**src/rtl/dec_test_pkg.sv**
```systemverilog
// Shared types for the instruction arbiter: FSM states, buffer entry
// layout and the instruction word width.
package dec_test_pkg;

    localparam int INSTR_W = 32;

    typedef enum logic [1:0] {
        ST_IDLE  = 2'd0,
        ST_RUN   = 2'd1,
        ST_DRAIN = 2'd2,
        ST_DONE  = 2'd3
    } state_t;

    // One buffered instruction together with the requester it came from.
    typedef struct packed {
        logic               src;
        logic [INSTR_W-1:0] instr;
    } fifo_entry_t;

endpackage

```
**src/rtl/dec_instr_fifo.sv**
```systemverilog
// Small synchronous FIFO of {src, instr} entries. Push is gated on the
// registered full flag only, so a pop in the same cycle never makes room
// for a push while full. Pointers wrap naturally (DEPTH is a power of two)
// and the occupancy is tracked in a separate counter.
module dec_instr_fifo
    import dec_test_pkg::*;
#(
    parameter int DEPTH = 4
) (
    input  logic                      clk,
    input  logic                      rst,
    input  logic                      push,
    input  fifo_entry_t               wdata,
    input  logic                      pop,
    output fifo_entry_t               rdata,
    output logic                      full,
    output logic                      empty,
    output logic [$clog2(DEPTH):0]    count
);

    localparam int AW = (DEPTH > 1) ? $clog2(DEPTH) : 1;
    localparam int CW = $clog2(DEPTH) + 1;

    fifo_entry_t       mem [DEPTH];
    logic [AW-1:0]     wr_ptr;
    logic [AW-1:0]     rd_ptr;
    logic [CW-1:0]     count_q;
    logic              do_push;
    logic              do_pop;

    assign full    = (count_q == CW'(DEPTH));
    assign empty   = (count_q == '0);
    assign count   = count_q;
    assign do_push = push && !full;
    assign do_pop  = pop && !empty;
    assign rdata   = mem[rd_ptr];

    // Storage array; contents need no reset since the count guards reads.
    always_ff @(posedge clk) begin
        if (do_push) begin
            mem[wr_ptr] <= wdata;
        end
    end

    // Pointer and occupancy bookkeeping.
    always_ff @(posedge clk) begin
        if (rst) begin
            wr_ptr  <= '0;
            rd_ptr  <= '0;
            count_q <= '0;
        end else begin
            if (do_push) begin
                wr_ptr <= wr_ptr + AW'(1);
            end
            if (do_pop) begin
                rd_ptr <= rd_ptr + AW'(1);
            end
            case ({do_push, do_pop})
                2'b10:   count_q <= count_q + CW'(1);
                2'b01:   count_q <= count_q - CW'(1);
                default: count_q <= count_q;
            endcase
        end
    end

endmodule

```
**src/rtl/dec_instr_arbiter.sv**
```systemverilog
// Two-requester round-robin instruction arbiter feeding a decoder through a
// small FIFO. A run accepts NUM_TRANS words, then drains the buffer and
// parks in DONE until the next start pulse.
module dec_instr_arbiter
    import dec_test_pkg::*;
#(
    parameter int NUM_TRANS  = 10,
    parameter int FIFO_DEPTH = 4
) (
    input  logic               clk_i,
    input  logic               rst_i,
    input  logic               start_i,
    input  logic               req0_valid_i,
    input  logic [INSTR_W-1:0] req0_instr_i,
    output logic               req0_ready_o,
    input  logic               req1_valid_i,
    input  logic [INSTR_W-1:0] req1_instr_i,
    output logic               req1_ready_o,
    output logic               instr_valid_o,
    output logic [INSTR_W-1:0] instr_rdata_o,
    output logic               instr_src_o,
    input  logic               instr_ready_i,
    output logic [15:0]        trans_cnt_o,
    output logic               done_o
);

    localparam int          CW       = $clog2(FIFO_DEPTH) + 1;
    localparam logic [15:0] LAST_CNT = 16'(NUM_TRANS);

    state_t          state;
    state_t          next_state;
    logic [15:0]     trans_cnt_q;
    logic            rr_q;        // 0: req0 has priority, 1: req1 has priority
    logic            done_q;

    logic            accept_ok;
    logic            accept;
    logic            winner;
    logic            clear_cnt;
    logic            pop;
    fifo_entry_t     push_entry;
    fifo_entry_t     head;
    logic            fifo_full;
    logic            fifo_empty;
    logic [CW-1:0]   fifo_count;

    // Acceptance window: only while running, with room and budget left.
    assign accept_ok = (state == ST_RUN) && !fifo_full &&
                       (trans_cnt_q < LAST_CNT) && !rst_i;

    // Round-robin pick; when only one requester is valid it wins outright.
    always_comb begin
        winner = 1'b0;
        if (req0_valid_i && req1_valid_i) begin
            winner = rr_q;
        end else if (req1_valid_i) begin
            winner = 1'b1;
        end
    end

    assign accept       = accept_ok && (req0_valid_i || req1_valid_i);
    assign req0_ready_o = accept && !winner;
    assign req1_ready_o = accept && winner;

    assign push_entry.src   = winner;
    assign push_entry.instr = winner ? req1_instr_i : req0_instr_i;

    // Decoder side sees the FIFO head directly; nothing bypasses the buffer.
    assign instr_valid_o = !fifo_empty && !rst_i;
    assign instr_rdata_o = instr_valid_o ? head.instr : '0;
    assign instr_src_o   = instr_valid_o ? head.src   : 1'b0;
    assign pop           = instr_valid_o && instr_ready_i;

    assign trans_cnt_o = trans_cnt_q;
    assign done_o      = done_q;

    // A start pulse is honoured only from IDLE or DONE.
    assign clear_cnt = start_i && ((state == ST_IDLE) || (state == ST_DONE));

    dec_instr_fifo #(
        .DEPTH (FIFO_DEPTH)
    ) u_fifo (
        .clk   (clk_i),
        .rst   (rst_i),
        .push  (accept),
        .wdata (push_entry),
        .pop   (pop),
        .rdata (head),
        .full  (fifo_full),
        .empty (fifo_empty),
        .count (fifo_count)
    );

    // Run sequencing: leave RUN on the edge of the last acceptance, leave
    // DRAIN once the buffer has emptied.
    always_comb begin
        next_state = state;
        case (state)
            ST_IDLE: begin
                if (start_i) next_state = ST_RUN;
            end
            ST_RUN: begin
                if (accept && (trans_cnt_q == LAST_CNT - 16'd1)) next_state = ST_DRAIN;
            end
            ST_DRAIN: begin
                if (fifo_count == '0) next_state = ST_DONE;
            end
            ST_DONE: begin
                if (start_i) next_state = ST_RUN;
            end
            default: next_state = ST_IDLE;
        endcase
    end

    // State, run counter, round-robin pointer and registered done flag.
    always_ff @(posedge clk_i) begin
        if (rst_i) begin
            state       <= ST_IDLE;
            trans_cnt_q <= '0;
            rr_q        <= 1'b0;
            done_q      <= 1'b0;
        end else begin
            state  <= next_state;
            done_q <= (next_state == ST_DONE);
            if (clear_cnt) begin
                trans_cnt_q <= '0;
            end else if (accept && (trans_cnt_q < LAST_CNT)) begin
                trans_cnt_q <= trans_cnt_q + 16'd1;
            end
            if (accept) begin
                rr_q <= ~winner;
            end
        end
    end

endmodule
```
**config.mk**
```make
export PLATFORM = sky130hd
export DESIGN_NAME = dec_instr_arbiter
export DESIGN_NICKNAME = d
export VERILOG_FILES = /design/src/rtl/dec_test_pkg.sv /design/src/rtl/dec_instr_fifo.sv /design/src/rtl/dec_instr_arbiter.sv
export SDC_FILE = /design/constraint.sdc
export NUM_CORES = 1
export LEC_CHECK = 0
export ABC_CLOCK_PERIOD_IN_PS = 4050
export CORE_MARGIN = 1.5
export CORE_UTILIZATION = 40
export CTS_CLUSTER_SIZE = 14
export DETAILED_ROUTE_END_ITERATION = 8
export GPL_ROUTABILITY_DRIVEN = 0
export GPL_TIMING_DRIVEN = 0
export PLACE_DENSITY = 0.71
export SLEW_MARGIN = 10
export SYNTH_ARGS = -nofsm -noshare
export SYNTH_HDL_FRONTEND = slang
export SYNTH_SLANG_ARGS = --single-unit
export TNS_END_PERCENT = 100
```
**constraint.sdc**
```tcl
create_clock -name clk_i -period 4.05 [get_ports clk_i]
set_clock_uncertainty 0.05 [all_clocks]
set_input_delay 1.215 -clock clk_i [delete_from_list [all_inputs] [get_ports clk_i]]
set_output_delay 1.215 -clock clk_i [all_outputs]
set_load 0.05 [all_outputs]
```
======== After elaboration in Yosys (flattened, before gate mapping) ========
Memories as Yosys holds them, arrays and structs flattened. A register that Yosys moved wholly into a read port is not among the register bits.
Index checks and enable logic that the tools add are counted.
word-level totals
  register bits ........................... 27
  RAM bits ................................ 132
  bits of input ports ..................... 70
  output and inout port bits .............. 53
  word-level logic and storage cells ...... 62
  memories kept ........................... 1
cells by class
  add/subtract/negate cells ............... 5
  order comparisons ....................... 1
  eq/ne operators ......................... 8
  mux-type cells .......................... 14
  bitwise gates (word level) .............. 1
  reduce and logical (&&, ||, !) cells .... 25
memory list
  name        depth  width  rd ports  clocked after memory_dff  write ports  RTL line              RTL
  u_fifo.mem  4      33     1         1                         1            dec_instr_fifo.sv:24  fifo_entry_t mem [DEPTH];
operators by type and width
  operator                                                     number
  2-to-1 mux 32 bit                                            2
  adder 16 x 1 -> 16 bit, second input constant                1
  == test 16 x 4 -> 1 bit, second input constant               1
  less-than comparator 16 x 4 -> 1 bit, second input constant  1
  logical AND 1 bit                                            14
  2-to-1 mux 2 bit                                             5
  == test 2 bit, second input constant                         4
  case mux 2 bit (3 select lines)                              1
  case mux 3 bit (2 select lines)                              1
  2-to-1 mux 1 bit                                             5
  adder 2 x 1 -> 2 bit, second input constant                  2
  == test 2 x 1 -> 1 bit, second input constant                2
  zero test 1 bit                                              4
  OR reduction 2 bit                                           2
  adder 3 x 1 -> 3 bit, second input constant                  1
  == test 3 bit, second input constant                         1
  zero test 3 bit                                              1
  subtractor 3 x 1 -> 3 bit, second input constant             1
  zero test 2 bit                                              1
  logical OR 1 bit                                             2
  nonzero test 2 bit                                           1
  inverter 1 bit                                               1

======== Logic depth before layout (Yosys ltp) ========
  depth in word-level cells ............... 10
  depth in mapped cells ................... 13

======== Cells and area by module ========
A second synthesis with hierarchy kept.
second synthesis, totals
  cell total of the unflattened synthesis .. 387
  area, all modules ....................... 6799.0 µm²
modules (own cells, without submodules)
  module             times used  cells an instance  area an instance (µm²)  seq. area each (µm²)
  dec_instr_fifo     1           227                5296.3                  4144.0
  dec_instr_arbiter  1           160                1502.7                  400.4

======== Least setup slack after synthesis ========
No wires, ideal clock.
  path type ............................... in2out
  from .................................... input port rst_i
  to ...................................... output port req1_ready_o
  arrival ................................. 2.860 ns
  slack ................................... -0.075 ns
  stages .................................. 4
  path through ............................ nor4b_2 -> nand4_1 -> buf_2 -> nor3_1
between the ends
  word-level cells in the longest chain between the ends .. 4
ends and longest elaborated chain
  element            RTL line                 RTL
  from (decl)        dec_instr_arbiter.sv:11  input logic rst_i,
  zero test 1 bit    dec_instr_arbiter.sv:49  (trans_cnt_q < LAST_CNT) && !rst_i;
  logical AND 1 bit  dec_instr_arbiter.sv:49
  logical AND 1 bit  dec_instr_arbiter.sv:61  assign accept = accept_ok && (req0_valid_i || req1_valid_i);
  logical AND 1 bit  dec_instr_arbiter.sv:63  assign req1_ready_o = accept && winner;
  to (decl)          dec_instr_arbiter.sv:18  output logic req1_ready_o,
No other way between the ends.

==> results by group <==
Layout
  • Share of final-layout standard cells stronger than drive strength 1: 29.12%
  • Net count reported at finish: 614
  • Layout-stage area growth over the synthesis result: 32.97%
  • Antenna diodes: 0
  • Final design utilization: 53.94%

Critical path
  • Setup crit end kind: output port
  • Critical path peak fanout: 10
  • Data required time at the worst endpoint: 2780 ps
  • Crit start category: primary input
  • Critical path class: primary input to output port
  • Arrival time reported for the critical path endpoint: 2660 ps
  • Cell count of the worst reg-to-reg path: 11

Drt
  • Number of iterations in the first detailed-routing pass: 4
  • DRC: 0
  • WL final: 13510 um
  • Routed vias: 3819
  • Count of routing violations after the opening detailed-route iteration: 145
  • Detail-routed via count per cell: 4.986
  • Count of nets left with antenna violations after detail routing: 0
  • Wire length per cell after detailed routing: 17.64 um

Clock tree
  • CTS H-tree depth: 4
  • Clock latency of the later-clocked register in the worst-skew pair: 420 ps
  • Sinks on the clock net: 161
  • CTS clk-pin slew, worst paths: 60 ps
  • TritonCTS clock tree: done
  • CTS Buffer Depth: 2
  • Root buffer cell: sky130_fd_sc_hd__clkbuf_16
  • Number of clock buffers inserted by TritonCTS: 17

Global routing
  • Number of antenna violations at the first check in global routing: 0
  • Total Routing Usage GR: 16.61%
  • Global route total overflow: 0
  • Global-route wire length before repair: 21800 um
  • Via count of the first global-routing pass: 4133
  • Pin count of the biggest net entering global routing: 23

Timing
  • Period utilization: 96.82%
  • Setup violations, final: 0
  • Slew Viols, Final: 0
  • Final Critical Period: 3921 ps
  • Count of final hold-check violations: 0
  • Transition time at the pin with the least slew margin: 680.8 ps
  • Sum of negative setup slack: 0 ps
  • Minimum hold slack: 443.8 ps
  • RSZ-0062 raised after global routing: no
  • Worst path setup slack after routing: 128.7 ps
  • F_max: 0.2550 GHz
  • Max-slew headroom at the worst pin: 54.62%

Power and ir drop
  • Internal power consumption: 3.136 mW
  • Clock network fraction of total power: 34.7%
  • Share of total power in combinational logic: 20.1%
  • Power per Cell Area: 480.7 mW/mm^2
  • Switching part of the total power: 26.55%
  • Part of the power in registers: 45.2%
  • Switch Pwr: 1.133 mW
  • Lkg Pwr: 3.011 nW
  • Tot Pwr: 4.269 mW
  • Max rail drop VDD: 282.6 uV

Floorplan
  • Vertical die dimension: 132.2 um
  • X dimension of the die: 132.2 um
  • Effective utilization at floorplan: 40.56%
  • Die Outline Area: 0.01748 sq mm
  • Placeable core region: 0.01647 sq mm
  • Number of top-level pins: 123
  • Core Rows: 47

Synth
  • Synth top area cells: sky130_fd_sc_hd__edfxtp_1 59%, sky130_fd_sc_hd__mux4_2 11%, sky130_fd_sc_hd__dfxtp_1 8.7%
  • Top post-synthesis cells by count: 132 x sky130_fd_sc_hd__edfxtp_1, 45 x sky130_fd_sc_hd__and2_1, 33 x sky130_fd_sc_hd__mux4_2, 32 x sky130_fd_sc_hd__mux2_2, 29 x sky130_fd_sc_hd__dfxtp_1
  • Most frequent cell after synthesis: sky130_fd_sc_hd__edfxtp_1
  • Average size of a mapped cell: 17.26 sq um
  • Unique cell type count in the Yosys netlist: 42
  • Number of flops mapped to enable cells by yosys: 132
  • Prevailing post-synth register cell: sky130_fd_sc_hd__edfxtp_1
  • Ys Warns: 0
  • Part of the Yosys area used for sequential elements: 68.04%
  • Cell taking the most area after synthesis: sky130_fd_sc_hd__edfxtp_1
  • Post-Syn Nets: 468
  • Cell area after synthesis: 0.006679 sq mm
  • Proportion of register bits with asynchronous set or reset after synthesis: 0%
  • Gate Count Post-Synth: 387
  • Fraction of synthesized cell area taken by the top area cell type: 59.35%
  • Synthesized flop and latch total: 161

Flow run
  • Number of maximum-capacitance violations: 0

Place
  • Setup Slack @ Placement: -1103 ps
  • Port buffer count: 122
  • DPL Wire Length: 8841 um

Min path
  • Cell depth of the worst min-delay path: 1
  • Classification of the worst-slack hold path: flip-flop to flip-flop

Outcome
  • Status: completed
metal layers:
metal,share of wire [%],GRT usage [%],wire (um),vias up
met2,54,29.46,7230,104
met5,0,0,0,-
met1,41,19.46,5484,1904
met4,1.6,6.166,222,0
li1,-,-,-,1788
met3,4.3,4.229,576,23
layout by cell type, fill, tap and decap left out, types with 3 or more instances in the layout:
cell type and n:
sky130_fd_sc_hd__o21ai_0 6, sky130_fd_sc_hd__dfxtp_1 29, sky130_fd_sc_hd__buf_6 3, sky130_fd_sc_hd__clkbuf_2 10, sky130_fd_sc_hd__edfxtp_1 132, sky130_fd_sc_hd__dlygate4sd2_1 5
sky130_fd_sc_hd__inv_1 12, sky130_fd_sc_hd__inv_4 4, sky130_fd_sc_hd__clkbuf_16 19, sky130_fd_sc_hd__and2_1 45, sky130_fd_sc_hd__mux4_2 33, sky130_fd_sc_hd__clkbuf_1 6
sky130_fd_sc_hd__xor2_1 4, sky130_fd_sc_hd__clkdlybuf4s15_2 29, sky130_fd_sc_hd__and3_2 4, sky130_fd_sc_hd__or3_1 3, sky130_fd_sc_hd__o31ai_1 3, sky130_fd_sc_hd__nand3_1 3
sky130_fd_sc_hd__nor2_1 11, sky130_fd_sc_hd__mux2_2 32, sky130_fd_sc_hd__a21oi_1 11, sky130_fd_sc_hd__clkdlybuf4s50_1 84, sky130_fd_sc_hd__ha_1 10, sky130_fd_sc_hd__nand2_1 3
sky130_fd_sc_hd__buf_4 3, sky130_fd_sc_hd__buf_2 7, sky130_fd_sc_hd__buf_12 4
registers in the layout (all words and copies together), names as in the netlist, named ones only:
register / flops
u_fifo.wr_ptr: 2
u_fifo.rd_ptr: 2
trans_cnt_o: 16
state: 2
rr_q: 1
u_fifo.mem: 132
done_o: 1
u_fifo.count: 3
final timing paths:
path	start	end	slack, ps
setup / recovery	req0_valid_i	req0_ready_o	130
hold / removal	trans_cnt_o[6]$_SDFFE_PP0P_	trans_cnt_o[6]$_SDFFE_PP0P_	440
setup reg to reg	u_fifo.count[2]$_SDFFE_PP0P_	u_fifo.count[2]$_SDFFE_PP0P_	1450
hold reg to reg	trans_cnt_o[6]$_SDFFE_PP0P_	trans_cnt_o[6]$_SDFFE_PP0P_	440
kinds of logic after synthesis:
group	synth area share, %
AND/OR/NAND/NOR	7.887
adder cells (fa/ha/maj)	2.173
buffers and inverters	2.079
flip-flops	68.04
AO/OA/AOI/OAI	2.773
multiplexers	16.52
XOR/XNOR	0.5245
critical path: stages:
cell and delay, ps:
sky130_fd_sc_hd__clkdlybuf4s50_1 540, sky130_fd_sc_hd__inv_1 100, sky130_fd_sc_hd__o21ai_4 190, sky130_fd_sc_hd__buf_6 190, sky130_fd_sc_hd__inv_1 110, sky130_fd_sc_hd__nor2_1 130
sky130_fd_sc_hd__buf_6 170
repair_timing:
item                       in CTS  in global routing
setup buffers                   1                  0
gates resized for setup       112                  7
pin swaps                       1                  1
hold buffers                    0                  0
setup endpoints to repair      36                  2
final cells by class:
type | instances | area (sq um)
fillers | 1343 | 7585
flip-flops and latches | 161 | 4544
multi-input cells | 195 | 2029
repair buffers | 127 | 1333
clock buffers | 25 | 504.2
well taps | 220 | 275.3
plain buffers | 19 | 106.4
inverters | 12 | 45.04
clock inverters | 7 | 43.79
per-stage QoR:
step	instance area, sq um	instances
floorplan	6684	387
global placement	8180	729
detailed placement	8265	733
CTS	8867	766
global route	8881	766
finish	8881	766
power groups by stage:
stage	combinational [mW]	clock, mW	sequential (mW)
final	0.857	1.48	1.93
after CTS	0.862	1.52	1.93
after detailed placement	0.865	0	1.96
after floorplan	0.558	0	1.97
after global placement	0.826	0	1.96
after global routing	0.930	1.58	1.94
(Power assumes the default switching activity.)
